### src/rtl/exception_ctrl.sv
// Exception/ERET/interrupt controller: picks one event per commit, emits CP0
// update strobes and a fetch redirect, then holds flush while the pipe drains.
module exception_ctrl #(
   parameter logic [31:0] VECTOR       = 32'hBFC0_0380,
   parameter int unsigned DRAIN_CYCLES = 2
) (
   input  logic        clk,
   input  logic        rst,
   input  logic        commit_valid,
   input  logic [31:0] commit_pc,
   input  logic        commit_bd,
   input  logic        exc_if_adel,
   input  logic        exc_ri,
   input  logic        exc_ov,
   input  logic        exc_syscall,
   input  logic        exc_break,
   input  logic        exc_adel,
   input  logic        exc_ades,
   input  logic        exc_eret,
   input  logic [31:0] commit_dvaddr,
   input  logic [5:0]  hw_int,
   input  logic [31:0] epc_address,
   input  logic        allow_interrupt,
   input  logic [7:0]  interrupt_flag,
   output logic [5:0]  hw_int_sync,
   output logic        exp_en,
   output logic        exp_badvaddr_en,
   output logic        exp_bd,
   output logic        exl_clean,
   output logic [31:0] exp_badvaddr,
   output logic [31:0] exp_epc,
   output logic [4:0]  exp_code,
   output logic        flush,
   output logic        redirect_valid,
   output logic [31:0] redirect_pc,
   output logic [1:0]  dbg_state
);

   typedef enum logic [1:0] {
      IDLE     = 2'd0,
      REDIRECT = 2'd1,
      DRAIN    = 2'd2
   } state_t;

   localparam logic [3:0] DRAIN_LOAD = 4'(DRAIN_CYCLES);

   state_t      state, state_n;
   logic [3:0]  cnt, cnt_n;
   logic [4:0]  last_code, last_code_n;
   logic        last_bd, last_bd_n;
   logic [5:0]  sync1;

   logic        exp_en_n, exp_badvaddr_en_n, exp_bd_n, exl_clean_n;
   logic [31:0] exp_badvaddr_n, exp_epc_n, redirect_pc_n;
   logic [4:0]  exp_code_n;
   logic        flush_n, redirect_valid_n;

   logic        int_req, sync_exc, accept;
   logic [4:0]  code_sel;
   logic        bv_en_sel;
   logic [31:0] bv_sel, epc_calc;

   assign int_req  = allow_interrupt && (interrupt_flag != 8'd0);
   assign sync_exc = exc_if_adel | exc_ri | exc_ov | exc_syscall |
                     exc_break | exc_adel | exc_ades;
   assign accept   = commit_valid && (sync_exc || exc_eret || int_req);
   assign epc_calc = commit_bd ? (commit_pc - 32'd4) : commit_pc;
   assign dbg_state = state;

   // Fixed priority among non-ERET causes; interrupt wins over everything.
   always_comb begin
      code_sel  = 5'd0;
      bv_en_sel = 1'b0;
      bv_sel    = 32'd0;
      if (int_req) begin
         code_sel = 5'd0;
      end else if (exc_if_adel) begin
         code_sel  = 5'd4;
         bv_en_sel = 1'b1;
         bv_sel    = commit_pc;
      end else if (exc_ri) begin
         code_sel = 5'd10;
      end else if (exc_ov) begin
         code_sel = 5'd12;
      end else if (exc_syscall) begin
         code_sel = 5'd8;
      end else if (exc_break) begin
         code_sel = 5'd9;
      end else if (exc_adel) begin
         code_sel  = 5'd4;
         bv_en_sel = 1'b1;
         bv_sel    = commit_dvaddr;
      end else if (exc_ades) begin
         code_sel  = 5'd5;
         bv_en_sel = 1'b1;
         bv_sel    = commit_dvaddr;
      end
   end

   always_comb begin
      state_n           = state;
      cnt_n             = cnt;
      last_code_n       = last_code;
      last_bd_n         = last_bd;
      exp_en_n          = 1'b0;
      exp_badvaddr_en_n = 1'b0;
      exp_bd_n          = 1'b0;
      exl_clean_n       = 1'b0;
      exp_badvaddr_n    = 32'd0;
      exp_epc_n         = 32'd0;
      exp_code_n        = 5'd0;
      flush_n           = 1'b0;
      redirect_valid_n  = 1'b0;
      redirect_pc_n     = 32'd0;
      case (state)
         IDLE: begin
            if (accept) begin
               state_n          = REDIRECT;
               exp_en_n         = 1'b1;
               flush_n          = 1'b1;
               redirect_valid_n = 1'b1;
               if (int_req || sync_exc) begin
                  exp_code_n        = code_sel;
                  exp_bd_n          = commit_bd;
                  exp_epc_n         = epc_calc;
                  exp_badvaddr_en_n = bv_en_sel;
                  exp_badvaddr_n    = bv_sel;
                  redirect_pc_n     = VECTOR;
                  last_code_n       = code_sel;
                  last_bd_n         = commit_bd;
               end else begin
                  // ERET reports the cause of the exception it returns from.
                  exl_clean_n   = 1'b1;
                  exp_code_n    = last_code;
                  exp_bd_n      = last_bd;
                  exp_epc_n     = epc_address;
                  redirect_pc_n = epc_address;
               end
            end
         end
         REDIRECT: begin
            state_n = DRAIN;
            cnt_n   = DRAIN_LOAD;
            flush_n = 1'b1;
         end
         DRAIN: begin
            if (cnt <= 4'd1) begin
               state_n = IDLE;
               cnt_n   = 4'd0;
            end else begin
               cnt_n   = cnt - 4'd1;
               flush_n = 1'b1;
            end
         end
         default: begin
            state_n = IDLE;
            cnt_n   = 4'd0;
         end
      endcase
   end

   always_ff @(posedge clk or posedge rst) begin
      if (rst) begin
         state           <= IDLE;
         cnt             <= 4'd0;
         last_code       <= 5'd0;
         last_bd         <= 1'b0;
         sync1           <= 6'd0;
         hw_int_sync     <= 6'd0;
         exp_en          <= 1'b0;
         exp_badvaddr_en <= 1'b0;
         exp_bd          <= 1'b0;
         exl_clean       <= 1'b0;
         exp_badvaddr    <= 32'd0;
         exp_epc         <= 32'd0;
         exp_code        <= 5'd0;
         flush           <= 1'b0;
         redirect_valid  <= 1'b0;
         redirect_pc     <= 32'd0;
      end else begin
         state           <= state_n;
         cnt             <= cnt_n;
         last_code       <= last_code_n;
         last_bd         <= last_bd_n;
         sync1           <= hw_int;
         hw_int_sync     <= sync1;
         exp_en          <= exp_en_n;
         exp_badvaddr_en <= exp_badvaddr_en_n;
         exp_bd          <= exp_bd_n;
         exl_clean       <= exl_clean_n;
         exp_badvaddr    <= exp_badvaddr_n;
         exp_epc         <= exp_epc_n;
         exp_code        <= exp_code_n;
         flush           <= flush_n;
         redirect_valid  <= redirect_valid_n;
         redirect_pc     <= redirect_pc_n;
      end
   end

endmodule

### config.mk
export PLATFORM = sky130hd
export DESIGN_NAME = exception_ctrl
export DESIGN_NICKNAME = d
export VERILOG_FILES = /design/src/rtl/exception_ctrl.sv
export SDC_FILE = /design/constraint.sdc
export NUM_CORES = 1
export LEC_CHECK = 0
export BUFFER_PORTS_ARGS = -buffer_cell sky130_fd_sc_hd__buf_4
export CAP_MARGIN = 30
export CORE_MARGIN = 1
export CORE_UTILIZATION = 43
export CTS_CLUSTER_SIZE = 24
export DETAILED_ROUTE_END_ITERATION = 8
export GPL_ROUTABILITY_DRIVEN = 0
export HOLD_SLACK_MARGIN = 0.15
export PLACE_DENSITY_LB_ADDON = 0.12
export SETUP_SLACK_MARGIN = 0.4
export SYNTH_ARGS = -nofsm -noshare
export SYNTH_HDL_FRONTEND = slang
export SYNTH_SLANG_ARGS = --single-unit
### constraint.sdc
create_clock -name clk -period 4 [get_ports clk]
set_clock_uncertainty 0.1 [all_clocks]
set_input_delay 0.4 -clock clk [delete_from_list [all_inputs] [get_ports clk]]
set_output_delay 0.4 -clock clk [all_outputs]
set_load 0.005 [all_outputs]
## Word-level counts from Yosys, hierarchy flattened

Index checks and enable logic that the tools add are counted.

| word-level totals | value |
|---|---|
| bits in registers | 130 |
| input port bits | 123 |
| output and inout bits | 115 |
| word-level logic and storage cells | 92 |

| operators by class | value |
|---|---|
| add/sub/neg operators | 2 |
| magnitude comparators | 1 |
| equality and inequality tests | 4 |
| mux-type cells | 55 |
| bitwise logic cells | 6 |
| reduce and logical (&&, ||, !) cells | 9 |

Operator list:

| operator | count |
|---|---|
| 32-bit 2-to-1 mux | 18 |
| 32-bit by 3-bit subtractor with 32-bit output (second input constant) | 1 |
| 4-bit 2-to-1 mux | 7 |
| 1-bit 2-to-1 mux | 20 |
| 5-bit 2-to-1 mux | 3 |
| 4-bit case mux with 3 select lines | 1 |
| 8-bit nonzero test | 1 |
| 3-bit 2-to-1 mux | 2 |
| 1-bit OR | 6 |
| 2-bit case mux with 3 select lines | 1 |
| 4-bit by 1-bit less-or-equal comparator with 1-bit output (second input constant) | 1 |
| 2-bit 2-to-1 mux | 2 |
| 2-bit inequality test (second input constant) | 2 |
| 2-bit AND reduction | 2 |
| 4-bit by 1-bit subtractor with 4-bit output (second input constant) | 1 |
| 1-bit logical OR | 3 |
| 1-bit case mux with 3 select lines | 1 |
| 2-bit by 1-bit == test with 1-bit output (second input constant) | 1 |
| 2-bit == test (second input constant) | 1 |
| 1-bit logical AND | 2 |
| 2-bit zero test | 1 |

## Depth between registers and ports, before layout

| logic depth | value |
|---|---|
| word-level depth | 11 |
| mapped depth | 8 |
| depth with buffers taken out | 7 |

## Worst setup path before layout

No wires, ideal clock.

| path | value |
|---|---|
| path kind | input-to-reg |
| from | in exc_break |
| to | reg exp_epc[6] |
| library setup time | 0.118 ns |
| arrival | 2.133 ns |
| data required time | 3.782 ns |
| path slack | 1.649 ns |
| cell stages on the path | 7 |
| buffers on the path | 2 |
| cells stage by stage | or4_4 > or4_4 > buf_6 > nor2_2 > nor2_4 > buf_6 > a21o_1 |

| between the ends | value |
|---|---|
| cells in the longest elaborated chain, start to end | 8 |
| elaborated cells between the ends (all ways) | 10 |
| classes of those cells | mux (3); bitwise (3); reduce/logical (4) |

RTL lines:

| item | RTL line | text |
|---|---|---|
| start, declared | 16 | `input logic exc_break,` |
| 1-bit OR (*) | 64 | `assign sync_exc = exc_if_adel \| exc_ri \| exc_ov \| exc_syscall \|` |
| 1-bit OR (*) (2 in series) | 65 | `exc_break \| exc_adel \| exc_ades;` |
| 1-bit logical OR (2 in series) | 66 | `assign accept = commit_valid && (sync_exc \|\| exc_eret \|\| int_req);` |
| 1-bit logical AND | 66 |  |
| 32-bit 2-to-1 mux (*) | 117 | `if (accept) begin` |
| 32-bit 2-to-1 mux (*) | 115 | `case (state)` |
| net exp_epc_n[6] | 54 | `logic [31:0] exp_badvaddr_n, exp_epc_n, redirect_pc_n;` |
| end signal, assigned | 192 | `exp_epc <= exp_epc_n;` |
| end, declared | 31 | `output logic [31:0] exp_epc,` |

The timed path passes the listed nets; every way through them passes the cells marked *.
A chain may end at the register's enable or synchronous reset.

## Worst setup path in the final report

| path | value |
|---|---|
| from | reg state[1], in the netlist dbg_state[1] |
| to | reg exp_badvaddr[16] |

| between the ends | value |
|---|---|
| cells in the longest elaborated chain, start to end | 2 |

RTL lines:

| item | RTL line | text |
|---|---|---|
| start, declared | 47 | `state_t state, state_n;` |
| start signal, assigned | 181 | `state <= state_n;` |
| 2-bit zero test | 115 |  |
| 32-bit 2-to-1 mux | 115 |  |
| net exp_badvaddr_n[16] | 54 |  |
| end signal, assigned | 191 | `exp_badvaddr <= exp_badvaddr_n;` |
| end, declared | 30 | `output logic [31:0] exp_badvaddr,` |

The timed path passes the listed nets, and every way through them passes these cells.

==> summary by stage <==
Timing
Measured against its own limit, the worst slew margin works out to 44.53%. The count of endpoints failing hold in the final timing report is 0. The max-slew violation count is 0. Derived from the worst setup path, the maximum achievable clock frequency is 397.6 MHz. The worst-margin pin slew is 824.4 ps.

Setup violations remaining at the end of the flow were counted as 0. The smallest setup slack after layout is 1485 ps. The setup TNS is 0 ps. Setup repair after global routing left no endpoint under its margin. The minimum clock period after layout is 2515 ps.

In the finished design, the share of the clock period the worst path needs comes to 62.87%.

Critical path
Walking the worst path, the cells encountered are inv_1 > ha_1 > nand2_1 > nor2_1 > o21ai_2 > buf_4 > nor2_1. STA classifies the critical path startpoint as a flip-flop. Counting both buffers and inverters, the worst setup path holds a total of 2. The cell type of the slowest stage on the worst timing path is sky130_fd_sc_hd__nand2_1.

The family with the most delay on the worst path is simple AND/OR/NAND/NOR gates. STA puts the critical path data required time at 4230 ps. Data on the critical path arrives at its endpoint at 2750 ps. By instance count, the cell type seen most on the critical path is sky130_fd_sc_hd__nor2_1. The endpoint class of the critical path is a flip-flop.

The critical-path maximum fanout is 32. The worst setup path is of the flip-flop to flip-flop kind. On the worst path, the slowest cell contributes a delay of 470 ps.

Power and ir drop
IR analysis of the VDD net gives a maximum drop of 0.3211 mV. Dividing total power by cell area gives a power density of 482.7 nW/um2. The analysis attributes to cell leakage a power of 4.556 nW.

Floorplan
The die area is 13,120 um2. From left edge to right edge, the die measures 114.5 um. The number of placement rows is 40. The area of the placeable core is 12,160 um2.

The number of primary I/O pins is 238. The initial core utilization is 44.78%. In this run the vertical extent of the chip is 114.5 um.

Clock tree
The number of sinks on the clock net is 130. The count of H-tree levels built during CTS is 4. TritonCTS built the clock tree. The clock latency at the later pin of the worst-skew pair is 410 ps.

The longest clock path from root to sink contains 2 buffers. The number of buffers inserted during clock tree synthesis is 17. The clock-pin slew reported for the worst setup and hold paths after clock tree synthesis is 60 ps. The setup fix buffers added after clock tree synthesis is 0. The clock root buffer is sky130_fd_sc_hd__clkbuf_16.

GRT
The number of antenna violations at the first check in global routing came to 0. The number of global-route vias before repair is 4,873. Global routing used 26.01% of the available tracks across all layers. The aggregate global routing overflow is 0. The first global-routing pass estimated 25.34 mm of wire. Entering global routing, the biggest net connects 86 pins.

Synth
The most frequently used flop master after synthesis is sky130_fd_sc_hd__dfrtp_1. After synthesis, the mean cell area works out to 11.84 um2. The fraction of the yosys area taken by sequential cells is 59.73%. The flop and latch count out of synthesis is 130. The proportion of register bits with asynchronous set or reset after synthesis is 100.0%. The number of standard cells after synthesis is 460. The post-synthesis cell area is 5446 um2. Yosys mapped a number of flops with a built-in enable equal to 0.

The count of different cell masters after synthesis is 50. The net count after synthesis is 590. The number of warnings printed during yosys synthesis is 0.

Placed design
Before CTS, the worst setup slack after placement is 1234 ps. The count of input and output buffers is 237. The sum of net half-perimeters after detailed placement is 11.40 mm.

Detailed routing
The count of vias placed by the detailed router is 4,669. Using the TritonRoute via totals, the vias-per-cell ratio works out to 4.972. The number of search-and-repair iterations in the first detailed-routing pass is 4. The count of nets left with antenna violations once routing finished came out at 0. The mean routed wirelength per cell is 17.39 um. The final routed DRC violation total is 0. The routed wire length is 16.33 mm. The DRC violation total after the first TritonRoute iteration is 216.

Run status
The flow ran to the end, and the final reports show no timing, DRC or antenna violations.

Finish
The count of filler cells inserted in the layout is 885. The area growth from synthesis to layout is 58.35%. For this run, the post-layout net count is 888. Of the cells placed in the final design, the portion with a size suffix greater than 1 is 39.17%. The number of antenna repair diodes is 0.

Worst hold path
The path class of the lowest-slack min-delay path is input pin to flip-flop.

Flow run
The count of max-cap constraint violations is 0.
-- stage by stage --
step | total power, mW | cell area, um2 | util (%) | cells | hold WS, ps
2_1_floorplan | 1.931 | 5450 | - | 460 | 231.2
3_3_place_gp | 2.354 | 7377 | 60.66 | 851 | 231.2
3_5_place_dp | 2.381 | 7397 | 60.82 | 852 | 237.1
4_1_cts | 4.187 | 8625 | 70.92 | 939 | 151.1
5_1_grt | 4.345 | 8625 | 70.92 | 939 | 165.8
6_report | 4.163 | 8625 | 70.92 | 939 | 154.9
-- Yosys cell counts (7+ instances only) --
library cell,number,share of area (%)
sky130_fd_sc_hd__o21ai_0,7,0.64
sky130_fd_sc_hd__ha_1,7,1.6
sky130_fd_sc_hd__mux2i_1,32,5.9
sky130_fd_sc_hd__nand2_1,28,1.9
sky130_fd_sc_hd__nor3_1,11,1.0
sky130_fd_sc_hd__clkbuf_1,10,0.69
sky130_fd_sc_hd__and2_4,13,2.1
sky130_fd_sc_hd__dfrtp_1,130,60
sky130_fd_sc_hd__inv_1,13,0.90
sky130_fd_sc_hd__a21oi_1,19,1.7
sky130_fd_sc_hd__xor2_1,10,1.6
sky130_fd_sc_hd__a21boi_1,10,1.4
sky130_fd_sc_hd__and2_1,10,1.1
sky130_fd_sc_hd__a21o_1,20,2.8
sky130_fd_sc_hd__nor2_1,48,3.3
sky130_fd_sc_hd__xnor2_1,18,2.9
sky130_fd_sc_hd__nor4_1,14,1.6
-- cells in the final DEF (no fill, tap or decap), drive strengths merged, types with 7 or more instances in the layout --
| cell type | Yosys | layout |
|---|---|---|
| and2 | 23 | 23 |
| nor4 | 14 | 14 |
| buf | 8 | 243 |
| a21oi | 19 | 19 |
| ha | 7 | 7 |
| xor2 | 10 | 10 |
| xnor2 | 18 | 18 |
| nor2 | 50 | 50 |
| nand2 | 28 | 28 |
| inv | 13 | 15 |
| mux2i | 32 | 32 |
| a21o | 20 | 20 |
| dlygate4sd3 | 0 | 55 |
| o21ai | 9 | 9 |
| a21boi | 10 | 10 |
| clkbuf | 11 | 21 |
| dfrtp | 130 | 130 |
| nor3 | 12 | 12 |
-- flip-flops by register name, summed over array words and instances, names as in the netlist --
signal and cells:
cnt 4, last_code 5, exp_epc 32, hw_int_sync 6, exl_clean 1, flush 1, redirect_pc 32, exp_bd 1
exp_code 5, dbg_state 2, exp_badvaddr_en 1, redirect_valid 1, sync1 6, last_bd 1, exp_badvaddr 32
-- cells by family after synthesis --
| group | synth area share [%] |
|---|---|
| buffers and inverters | 3.032 |
| multiplexers | 6.295 |
| AO/OA/AOI/OAI | 9.166 |
| adder cells (fa/ha/maj) | 1.608 |
| AND/OR/NAND/NOR | 15.67 |
| flip-flops | 59.73 |
| XOR/XNOR | 4.503 |
-- final timing paths --
kind,start,to,slack (ps),depth (start not counted)
worst max-delay path,dbg_state[1],exp_badvaddr[16],1490,7
worst min-delay path,commit_dvaddr[21],exp_badvaddr[21],150,3
worst max register to register,dbg_state[1],exp_badvaddr[16],1490,7
worst min register to register,sync1[2],hw_int_sync[2],250,0
max in group asynchronous,rst,exp_badvaddr[16],2410,5
min in group asynchronous,rst,hw_int_sync[3],390,3
-- worst min-delay path, delay by kind of cell --
family	cells	cell delay [ps]
buf+inv	1	70
mux	1	50
simple gates	1	100
-- where the power goes --
group          internal (mW)  total (mW)  switching (mW)
Combinational          0.447       0.844           0.397
Sequential              1.48        1.56          0.0729
Clock                   1.18        1.76           0.584
Total                   3.11        4.16            1.05
-- final cells by class --
| cell class | instances | area [um2] | share of cell area, % |
|---|---|---|---|
| Clock buffer | 21 | 480.5 | 5.571 |
| Multi-Input combinational cell | 298 | 2032 | 23.56 |
| Timing Repair Buffer | 298 | 2400 | 27.83 |
| Sequential cell | 130 | 3253 | 37.72 |
| Clock inverter | 11 | 196.4 | 2.278 |
| Tap cell | 168 | 210.2 | 2.437 |
| Inverter | 13 | 52.55 | 0.6093 |
-- metal layers --
layer	vias to the layer above	wire length (um)	track usage, %
met1	2284	6475	30.61
met4	0	340	10.22
met5	-	0	0
li1	2177	-	-
met3	25	1212	7.517
met2	183	8300	44.85
-- what timing repair did --
action,CTS,global route
gates resized for setup,0,0
hold endpoints to repair,99,0
hold buffers,55,0
Note: power is estimated with default switching activity, not from simulation.
